--- config.mk ---
export PLATFORM = sky130hd
export DESIGN_NAME = max7219_rx
export DESIGN_NICKNAME = d
export VERILOG_FILES = /design/src/rtl/max7219_rx.sv
export SDC_FILE = /design/constraint.sdc
export NUM_CORES = 1
export LEC_CHECK = 0
export CAP_MARGIN = 20
export CORE_MARGIN = 1
export CORE_UTILIZATION = 46
export DETAILED_ROUTE_END_ITERATION = 16
export GPL_TIMING_DRIVEN = 0
export PLACE_DENSITY = 0.82
export SYNTH_ARGS = -nofsm -noshare
export SYNTH_HDL_FRONTEND = slang
export SYNTH_SLANG_ARGS = --single-unit
--- constraint.sdc ---
create_clock -name i_clk -period 2 [get_ports i_clk]
set_input_delay 0.6 -clock i_clk [delete_from_list [all_inputs] [get_ports i_clk]]
set_output_delay 0.6 -clock i_clk [all_outputs]
set_load 0.01 [all_outputs]
--- src/rtl/max7219_rx.sv ---
// max7219_rx
//   Receive side of the 3-wire MAX7219 LED link. Oversamples spi clk/load/data
//   with i_clk, reassembles 16-bit command frames and keeps the resulting
//   digit/control register image of the display driver.
//
// Ports
//   i_clk, i_rst      system clock, synchronous active-high reset
//   i_spi_clk         SPI clock (jd[1]), asynchronous
//   i_spi_load        load/CS   (jd[2]), low while shifting, rise latches
//   i_spi_data        serial data (jd[3]), MSB first
//   o_stb             1-cycle pulse: 16-bit frame accepted
//   o_err             1-cycle pulse: frame closed with bit count != 16
//   o_addr, o_data    address/data of the last accepted frame
//   o_rows            digit registers, row n (address n+1) at [8n+7:8n]
//   o_decode, o_intensity, o_scan_limit, o_shutdown, o_test
//                     control registers 0x9, 0xA, 0xB, 0xC (inverted), 0xF
module max7219_rx #(
    parameter int SYNC_STAGES = 2
) (
    input  logic        i_clk,
    input  logic        i_rst,
    input  logic        i_spi_clk,
    input  logic        i_spi_load,
    input  logic        i_spi_data,
    output logic        o_stb,
    output logic [3:0]  o_addr,
    output logic [7:0]  o_data,
    output logic        o_err,
    output logic [63:0] o_rows,
    output logic [7:0]  o_decode,
    output logic [3:0]  o_intensity,
    output logic [2:0]  o_scan_limit,
    output logic        o_shutdown,
    output logic        o_test
);

    typedef enum logic {IDLE, SHIFT} state_t;

    logic [SYNC_STAGES-1:0] clk_sync, load_sync, data_sync;
    logic                   clk_d1, clk_d2, load_d1, load_d2, data_d1;
    logic                   clk_rise, load_rise, load_fall;

    state_t                 state;
    logic [4:0]             bit_cnt;
    // Only frame bits [11:0] are ever used; after 16 shifts the low 12 bits of
    // a left-shifting register hold exactly those, so the top nibble is dropped.
    logic [11:0]            sr;
    logic [7:0][7:0]        rows_q;

    // Synchronizers plus one extra stage for edge detection. Data gets the
    // same depth as clk so the bit sampled on a clk rise is the one that was
    // on the pin when the pin edge happened. The load chain resets low so a
    // load held low across reset release does not look like a falling edge.
    always_ff @(posedge i_clk) begin
        if (i_rst) begin
            clk_sync  <= '0;
            load_sync <= '0;
            data_sync <= '0;
            clk_d1    <= 1'b0;
            clk_d2    <= 1'b0;
            load_d1   <= 1'b0;
            load_d2   <= 1'b0;
            data_d1   <= 1'b0;
        end else begin
            clk_sync  <= {clk_sync[SYNC_STAGES-2:0],  i_spi_clk};
            load_sync <= {load_sync[SYNC_STAGES-2:0], i_spi_load};
            data_sync <= {data_sync[SYNC_STAGES-2:0], i_spi_data};
            clk_d1    <= clk_sync[SYNC_STAGES-1];
            clk_d2    <= clk_d1;
            load_d1   <= load_sync[SYNC_STAGES-1];
            load_d2   <= load_d1;
            data_d1   <= data_sync[SYNC_STAGES-1];
        end
    end

    assign clk_rise  =  clk_d1  & ~clk_d2;
    assign load_rise =  load_d1 & ~load_d2;
    assign load_fall = ~load_d1 &  load_d2;

    always_ff @(posedge i_clk) begin
        if (i_rst) begin
            state        <= IDLE;
            bit_cnt      <= '0;
            sr           <= '0;
            o_stb        <= 1'b0;
            o_err        <= 1'b0;
            o_addr       <= '0;
            o_data       <= '0;
            rows_q       <= '0;
            o_decode     <= '0;
            o_intensity  <= '0;
            o_scan_limit <= '0;
            o_shutdown   <= 1'b1;
            o_test       <= 1'b0;
        end else begin
            o_stb <= 1'b0;
            o_err <= 1'b0;
            case (state)
                IDLE: begin
                    if (load_fall) begin
                        state   <= SHIFT;
                        bit_cnt <= '0;
                        sr      <= '0;
                    end
                end
                SHIFT: begin
                    // Load rise wins over a coincident clk rise: that bit is dropped.
                    if (load_rise) begin
                        state <= IDLE;
                        if (bit_cnt == 5'd16) begin
                            o_stb  <= 1'b1;
                            o_addr <= sr[11:8];
                            o_data <= sr[7:0];
                            case (sr[11:8])
                                4'h9:    o_decode     <= sr[7:0];
                                4'hA:    o_intensity  <= sr[3:0];
                                4'hB:    o_scan_limit <= sr[2:0];
                                4'hC:    o_shutdown   <= ~sr[0];
                                4'hF:    o_test       <= sr[0];
                                default: begin
                                    // 0x1-0x8 are rows; 0x0, 0xD, 0xE write nothing.
                                    if (sr[11:8] >= 4'h1 && sr[11:8] <= 4'h8)
                                        rows_q[3'(sr[11:8] - 4'h1)] <= sr[7:0];
                                end
                            endcase
                        end else begin
                            o_err <= 1'b1;
                        end
                    end else if (clk_rise) begin
                        sr <= {sr[10:0], data_d1};
                        // Saturate at 17 so any overlong frame still reads as != 16.
                        if (bit_cnt != 5'd17)
                            bit_cnt <= bit_cnt + 5'd1;
                    end
                end
                default: state <= IDLE;
            endcase
        end
    end

    assign o_rows = rows_q;

endmodule

Yosys cells after proc, flatten, opt, wreduce, memory -nomap -nowiden
Index checks and enable logic that the tools add are counted.
{ "op_classes": {"bitwise_logic": 10, "addsub": 2, "eq_ne": 11, "order_cmp": 4, "mux": 17, "n_reduce_logical": 13} }
{ "ops": {"columns": ["cell", "n"], "rows": [
  ["$bwmux 64", 1],
  ["$mux 12", 3],
  ["$demux 8 s3", 1],
  ["$pmux 12 s2", 1],
  ["$reduce_and 4->1", 6],
  ["$eq 4x4->1 const B", 5],
  ["$mux 5", 4],
  ["$pmux 5 s2", 1],
  ["$mux 8", 1],
  ["$not 1->1", 7],
  ["$ne 2x2->1 const B", 3],
  ["$reduce_and 3->1", 2],
  ["$add 5x1->5 const B", 1],
  ["$eq 5x5->1 const B", 1],
  ["$ne 5x5->1 const B", 1],
  ["$reduce_and 5->1", 1],
  ["$reduce_or 5->1", 1],
  ["$ge 4x1->1 const B", 1],
  ["$le 4x4->1 const B", 1],
  ["$lt 3x4->1 const B", 1],
  ["$mux 1", 4],
  ["$and 1x1->1", 3],
  ["$ge 3x1->1 const B", 1],
  ["$reduce_or 3->1", 1],
  ["other kinds (4)", 5]
]} }
{ "totals": {"output_inout_bits": 95, "reg_bits": 124, "wordCells": 85, "input_bits": 5} }

Longest topological paths before layout
Gate-level depths: netlist of the first run.
{ "depth": {"depth_word": 6, "ltp_mapped": 7, "depth_no_buf": 6} }

Worst setup path before layout of the first run
OpenSTA, ideal clock, no wires.
{ "synth_timing": {"kind": "register to register", "startpoint": "register sr[8]", "endpoint": "register rows_q, in the netlist o_rows[56]", "synth_period_minus_slack_ps": 2070, "setup_ps": 73, "required_ps": 1927, "slack_ps": -70, "arrival_ps": 1997, "n_path_buf": 1, "stages_incl_launch_ff": 8, "cell_sequence": "dfxtp_1 -> inv_1 -> ha_1 -> or3b_1 -> mux2i_4 -> and3b_1 -> buf_6 -> mux2i_1"} }
{ "synth_between": {"elab_chain_cells": 6, "word_cells_on_any_way": 18, "cone_classes": "1 x add/sub; 4 x order compare; 5 x eq/ne; 3 x mux; 1 x bitwise; 4 x reduce/logical"} }
{ "synth_rtl": {"columns": ["item", "line_no", "source"], "rows": [
  ["from (decl)", "47", "logic [11:0] sr;"],
  ["from (signal assigned)", "130", "sr <= {sr[10:0], data_d1};"],
  ["$sub 3x1->3", "123", "rows_q[3'(sr[11:8] - 4'h1)] <= sr[7:0];"],
  ["$lt 3x4->1 (not written as such) or $ge 3x1->1 (tied branches)", "123", null],
  ["$logic_and 1x1->1 (not written as such)", "123", null],
  ["$mux 8 (not written as such)", "123", null],
  ["$demux 8 s3", "123", null],
  ["$bwmux 64", "123", null],
  ["to (signal, indexed assignment)", "123", null],
  ["to (decl)", "48", "logic [7:0][7:0] rows_q;"]
]} }
Parallel ways exist; a longest one is shown, timed or not.
A chain may end at the register's enable or synchronous reset.

Final worst setup path of the first run
{ "layout_timing": {"startpoint": "register sr[8]", "endpoint": "register rows_q, in the netlist o_rows[57]"} }
Same word-level chain as after synthesis.

==> results.sh, run 1 <==
export IMPL_synth_enable_flop_cells=0
export IMPL_synth_top_area_share_pct=51.8
export IMPL_reg2reg_slack_ns=-0.08
export IMPL_cts_made_buffers=17
export IMPL_slew_viol_final=0
export IMPL_whs_path_depth=1
export IMPL_crit_fanout=8
export IMPL_p_total_mw=5.48
export IMPL_synthXorXnorAreaFrac_pct=0.366
export IMPL_num_antenna_cells=0
export IMPL_fmax_mhz=481
export IMPL_n_fill_cell=774
export IMPL_die_h_um=104
export IMPL_crit_chain="clkinvlp_4, ha_2, or3b_4, mux2i_4, buf_12, and3b_1, buf_6, mux2i_1"
export IMPL_synthAdderAreaFrac_pct=1.83
export IMPL_status="complete, but fails checks"
export IMPL_fin_crit_ns=2.08
export IMPL_cp_required_ns=2.43
export IMPL_hold_end="load_sync[1]"
export IMPL_maxCapViolCount=0
export IMPL_dp_hpwl_mm=8.36
export IMPL_clkSlewWorstSetupHoldPaths_ns=0.06
export IMPL_grt_overflow_total=0
export IMPL_final_nets=628
export IMPL_endpoint_kind="flop"
export IMPL_firstDrtPassIters=5
export IMPL_vias_per_cell=5.40
export IMPL_die_width_um=104
export IMPL_synth_most_common_cell="dfxtp_1"
export IMPL_synthTopCellsByArea="dfxtp_1 52%, mux2i_1 17%, nand2_1 7.9%"
export IMPL_grt_antenna_before_repair=0
export IMPL_setup_slack_ns=-0.0798
export IMPL_placed_cells=717
export IMPL_grt_max_degree=17
export IMPL_worstReg2RegStart="sr[8]"
export IMPL_drive_above_1_share_pct=12.9
export IMPL_cts_max_level=4
export IMPL_pin_count=100
export IMPL_gp_congestion=0.894
export IMPL_fin_skew_ns=0.00662
export IMPL_syn_area_mm2=0.00479
export IMPL_finalCritPeriodShare_pct=104
export IMPL_first_iter_violations=231
export IMPL_reg2reg_to="o_rows[57]"
export IMPL_criticalPathCategory="reg2reg"
export IMPL_syn_num_nets=497
export IMPL_synthArstFlopShare_pct=0
export IMPL_start_kind="flop"
export IMPL_grtUsageTotal_pct=24.1
export IMPL_synth_top_family_by_area="simple AND/OR/NAND/NOR gates"
export IMPL_violations="negative setup slack"
export IMPL_slowest_stage="or3b_4"
export IMPL_grt_pass1_vias=4069
export IMPL_cts_tree="built"
export IMPL_slowest_delay_ns=0.40
export IMPL_p_leak_nw=3.47
export IMPL_port_buffers=99
export IMPL_synth_cells=485
export IMPL_vias=4112
export IMPL_synth_area_mux_share_pct=17.2
export IMPL_grt_pass1_wl_mm=20.5
export IMPL_synth_area_per_cell_um2=9.87
export IMPL_ys_top_cells_by_count="124 x dfxtp_1, 101 x nand2_1, 80 x mux2i_1"
export IMPL_finalNonFillerCells=762
export IMPL_cts_root_buf="clkbuf_8"
export IMPL_drcViolationCount=0
export IMPL_synthFlopType="dfxtp_1"
export IMPL_start_util_pct=48.3
export IMPL_wl_per_cell_um=17.1
export IMPL_die_area_mm2=0.0108
export IMPL_final_hold_viol_count=0
export IMPL_clock_sinks=124
export IMPL_core_mm2=0.00991
export IMPL_ys_warn_count=0
export IMPL_ys_seq_area_share_pct=51.8
export IMPL_vdd_drop_max_mv=0.523
export IMPL_yosys_area_top_type="dfxtp_1"
export IMPL_setup_viol=6
export IMPL_ant_nets=0
export IMPL_rsz0062_at_grt="yes"
export IMPL_pre_cts_slack_ns=-0.352
export IMPL_power_density_mw_per_mm2=809
export IMPL_ys_types=43
export IMPL_rows=36
export IMPL_hold_path_class="reg2reg"
export IMPL_worstPathArrival_ns=2.51
export IMPL_yosys_area_share_simple_pct=18.4
export IMPL_tns_ns=-0.134
export IMPL_tightest_slew_ns=0.594
export IMPL_crit_path_start="sr[8]"
export IMPL_max_slew_margin_rel_pct=60.4
export IMPL_synth_seq_cells=124
export IMPL_insertion_delay_ns=0.53
export IMPL_clk_path_buf_depth=2
export IMPL_wirelength_mm=13.0
export IMPL_hold_start="load_sync[0]"
export IMPL_synth_compound_area_share_pct=6.90
export IMPL_syn2layout_area_growth_pct=41.4
export IMPL_rr_worst_depth=8
==> layout by cell type, fill, tap and decap left out, types with 4 or more instances in the layout <==
cell type,netlist,final
clkinvlp_4,0,5
nand3_4,3,4
nor4_4,0,4
mux2i_1,80,79
clkdlybuf4s50_1,0,5
nand3_1,16,16
nand2_1,101,100
nand3b_1,4,4
dlygate4sd2_1,0,75
dfxtp_1,124,122
o2111ai_1,12,12
dlymetal6s2s_1,0,19
clkbuf_16,0,16
nor2_1,19,19
a21oi_1,30,29
nor2b_1,11,11
buf_2,4,4
buf_4,3,12
clkbuf_1,20,20
buf_6,1,5
o21ai_0,6,6
==> logic make-up after synthesis <==
logic type                 count (synthesis)
AOI/OAI and AO/OA                         54
DFF                                      124
adders and majority gates                  7
and+or+nand+nor                          179
buffers and inverters                     38
muxes                                     81
xor gates and xnor gates                   2
==> power breakdown <==
group | internal (mW) | switching (mW) | total [mW]
sequential | 2.48 | 0.00234 | 2.48
combinational | 0.0207 | 0.0617 | 0.0824
clock | 1.78 | 1.14 | 2.92
==> critical path, delay by kind of cell, from the launching register on <==
family                   cells  cell delay, ns
flip-flops                   1            0.37
multiplexers                 2            0.43
AND/OR/NAND/NOR              2            0.58
adder cells (fa/ha/maj)      1            0.20
buffers and inverters        3            0.40
==> repair_timing <==
| action | CTS | global route |
|---|---|---|
| setup buffers | 7 | 7 |
| setup endpoints to repair | 139 | 102 |
| hold endpoints to repair | 0 | 0 |
| hold buffers | 0 | 0 |
| pin swaps | 4 | 1 |
| gates resized for setup | 101 | 32 |
==> state kept, by name, summed over array words and instances, names as in the netlist, 2 cells and up <==
name,count
clk_sync,2
data_sync,2
o_data,8
o_addr,4
bit_cnt,5
o_scan_limit,3
load_sync,2
sr,12
o_rows,64
o_decode,8
o_intensity,4
==> through the flow <==
stage	utilization [%]	hold WS (ns)	area, um^2
2_1_floorplan	-	0.414	4790
3_3_place_gp	60.0	0.420	5950
3_5_place_dp	60.0	0.422	5950
4_1_cts	66.6	0.436	6600
5_1_grt	68.3	0.448	6770
6_report	68.3	0.435	6770
==> routing by layer <==
layer	vias to the layer above	GRT usage, %	wire length (um)
li1	1945	-	-
met1	1966	28.4	5460
met2	177	40.8	6450
met3	24	7.14	866
met4	0	9.90	257
met5	-	0	0
==> worst max path at each step <==
stage | end | slack (ns) | depth (start not counted)
after global routing | o_rows[57] | -0.16 | 8
after global placement | o_rows[59] | -0.31 | 5
final | o_rows[57] | -0.08 | 8
after floorplan | o_rows[56] | 0.007 | 7
after CTS | o_rows[22] | 0.00003 | 1
after detailed placement | o_rows[59] | -0.35 | 5
==> cell type report <==
class	count	area [um^2]	area share, %
Timing Repair Buffer	113	1080	15.9
Clock buffer	19	422	6.23
Buffer	30	139	2.05
Multi-Input combinational cell	323	2300	34.0
Clock inverter	13	144	2.13
Inverter	7	30.0	0.444
Sequential cell	124	2490	36.8
Tap cell	133	166	2.46
No activity file was read; power rests on OpenSTA's default activity.
==> run 2: changes to the inputs <==
--- a/config.mk
+++ b/config.mk
@@ -5,11 +5,12 @@
 export SDC_FILE = /design/constraint.sdc
 export NUM_CORES = 1
 export LEC_CHECK = 0
+export ABC_CLOCK_PERIOD_IN_PS = 2000
 export CAP_MARGIN = 20
 export CORE_MARGIN = 1
 export CORE_UTILIZATION = 46
+export CTS_CLUSTER_SIZE = 10
 export DETAILED_ROUTE_END_ITERATION = 16
-export GPL_TIMING_DRIVEN = 0
 export PLACE_DENSITY = 0.82
 export SYNTH_ARGS = -nofsm -noshare
 export SYNTH_HDL_FRONTEND = slang
==> run 2 against run 1 <==
  * The run still ends with negative setup slack left
  * Register-to-register slack better by 0.03 ns
  * Clock-buffer cell count down 2
  * Sequential share of layout area down 0.29 points
  * Via count up 0.56%
  * Routed wire length up 3.2%
  * Worst setup slack better by 0.026 ns
  * Power up 5.9%
  * Die area unchanged
  * Clock power up 11%
  * Critical path depth unchanged
  * First-iteration DRC count up 23%
  * Critical path type unchanged
  * Critical endpoint is now o_rows[8]
  * Highest routed layer unchanged
==> results.sh, run 2 (synthesis results as in run 1) <==
export IMPL_drcViolationCount=0
export IMPL_start_util_pct=48.3
export IMPL_fin_crit_ns=2.05
export IMPL_grt_max_degree=58
export IMPL_endpoint_kind="flop"
export IMPL_max_slew_margin_rel_pct=62.8
export IMPL_start_kind="flop"
export IMPL_insertion_delay_ns=0.53
export IMPL_vdd_drop_max_mv=0.768
export IMPL_cp_required_ns=2.39
export IMPL_criticalPathCategory="reg2reg"
export IMPL_crit_chain="clkinvlp_4, ha_4, or3b_4, mux2i_4, buf_6, buf_6, nand3_4, mux2i_1"
export IMPL_vias_per_cell=5.49
export IMPL_rsz0062_at_grt="yes"
export IMPL_drive_above_1_share_pct=15.0
export IMPL_placed_area_mm2=0.00602
export IMPL_path_delay_family="simple AND/OR/NAND/NOR gates"
export IMPL_fin_skew_ns=0.00961
export IMPL_cp_common_cell="buf_6"
export IMPL_final_hold_viol_count=0
export IMPL_fin_area_mm2=0.00682
export IMPL_clk_path_buf_depth=2
export IMPL_placed_cells=714
export IMPL_gp_congestion=0.883
export IMPL_largest_reg_flops=64
export IMPL_port_buffers=99
export IMPL_slowest_delay_ns=0.40
export IMPL_grt_overflow_total=0
export IMPL_cts_hold_buffers_added=0
export IMPL_finalNonFillerCells=753
export IMPL_maxCapViolCount=0
export IMPL_cts_made_buffers=17
export IMPL_power_density_mw_per_mm2=850
export IMPL_wirelength_mm=13.5
export IMPL_clkSlewWorstSetupHoldPaths_ns=0.06
export IMPL_most_common_layout_cells="121 x dfxtp_1, 101 x nand2_1, 77 x mux2i_1"
export IMPL_worstPathArrival_ns=2.44
export IMPL_finalCritPeriodShare_pct=103
export IMPL_core_mm2=0.00991
export IMPL_cp_depth=8
export IMPL_slowest_stage="or3b_4"
export IMPL_first_iter_violations=284
export IMPL_grt_pass1_wl_mm=20.4
export IMPL_die_h_um=104
export IMPL_wl_per_cell_um=17.9
export IMPL_num_antenna_cells=0
export IMPL_tightest_slew_ns=0.558
export IMPL_clock_sinks=124
export IMPL_firstDrtPassIters=5
export IMPL_violations="negative setup slack"
export IMPL_pin_count=100
export IMPL_n_fill_cell=731
export IMPL_dp_hpwl_mm=8.15
export IMPL_vias=4135
export IMPL_die_area_mm2=0.0108
export IMPL_slew_viol_final=0
export IMPL_p_leak_nw=3.66
export IMPL_whs_path_depth=1
export IMPL_ant_nets=0
export IMPL_final_nets=619
export IMPL_hold_path_class="reg2reg"
export IMPL_setup_viol=36
export IMPL_layout_commonest_cell="dfxtp_1"
export IMPL_syn2layout_area_growth_pct=42.5
export IMPL_rr_worst_depth=8
export IMPL_die_width_um=104
export IMPL_grt_antenna_before_repair=0
export IMPL_cts_max_level=4
export IMPL_setup_slack_ns=-0.0537
export IMPL_cts_root_buf="clkbuf_8"
export IMPL_p_total_mw=5.80
export IMPL_grtUsageTotal_pct=23.9
export IMPL_crit_buf_inv=3
export IMPL_grt_pass1_vias=3994
export IMPL_rows=36
export IMPL_fmax_mhz=487
export IMPL_status="complete, but fails checks"
export IMPL_cts_tree="built"
export IMPL_crit_fanout=8
-- run 2: worst register-to-register path: stages (launching register included) --
cell and delay (ns):
dfxtp_4 0.37, clkinvlp_4 0.16, ha_4 0.21, or3b_4 0.40, mux2i_4 0.21, buf_6 0.15, buf_6 0.11, nand3_4 0.15
mux2i_1 0.17
-- run 2: through the flow --
step	setup WS [ns]	hold slack (ns)	utilization [%]	setup TNS, ns
after CTS	0.00137	0.436	67.2	0
after detailed placement	-0.0885	0.422	60.8	-1.99
after global routing	-0.129	0.453	68.8	-4.95
after global placement	0.0174	0.418	60.7	0
after floorplan	0.00722	0.414	-	0
final	-0.0537	0.433	68.8	-0.851
-- run 2: final timing paths --
path	end	startpoint	slack [ns]
hold / removal	load_d1	load_sync[1]	0.43
setup reg to reg	o_rows[8]	sr[8]	-0.05
hold reg to reg	load_d1	load_sync[1]	0.43
setup / recovery	o_rows[8]	sr[8]	-0.05
-- run 2: timing repair --
item / in CTS / in global routing
endpoints found under the setup margin: 118 / 94
setup buffers: 5 / 3
gates cloned: 0 / 0
pin swaps: 0 / 2
resized for setup: 76 / 46
-- run 2: where the power goes --
part	internal, mW	switching, mW
sequential	2.48	0.00342
combinational	0.0211	0.0542
clock	2.05	1.20
-- run 2: metal layers --
| layer | vias up | part of all wire (%) | GRT usage, % |
|---|---|---|---|
| met5 | - | 0 | 0 |
| met4 | 0 | 1.9 | 9.69 |
| met3 | 29 | 5.8 | 5.95 |
| met2 | 167 | 51 | 40.8 |
| met1 | 2018 | 41 | 28.7 |
| li1 | 1921 | - | - |
-- run 2: area by class of cell --
type / instances / area (um^2) / area share (%)
Clock buffer: 17 / 414 / 6.07
Clock inverter: 15 / 209 / 3.06
Inverter: 7 / 30.0 / 0.440
Multi-Input combinational cell: 323 / 2230 / 32.7
Sequential cell: 124 / 2490 / 36.5
Tap cell: 133 / 166 / 2.44
Timing Repair Buffer: 134 / 1280 / 18.8
==> run 3: changes to the inputs <==
--- a/config.mk
+++ b/config.mk
@@ -11,6 +11,7 @@
 export CORE_UTILIZATION = 46
 export CTS_CLUSTER_SIZE = 10
 export DETAILED_ROUTE_END_ITERATION = 16
+export HOLD_SLACK_MARGIN = 0.05
 export PLACE_DENSITY = 0.82
 export SYNTH_ARGS = -nofsm -noshare
 export SYNTH_HDL_FRONTEND = slang
==> results of run 3 <==
Same layout as run 2: the final DEF is identical, and so are final timing and power.
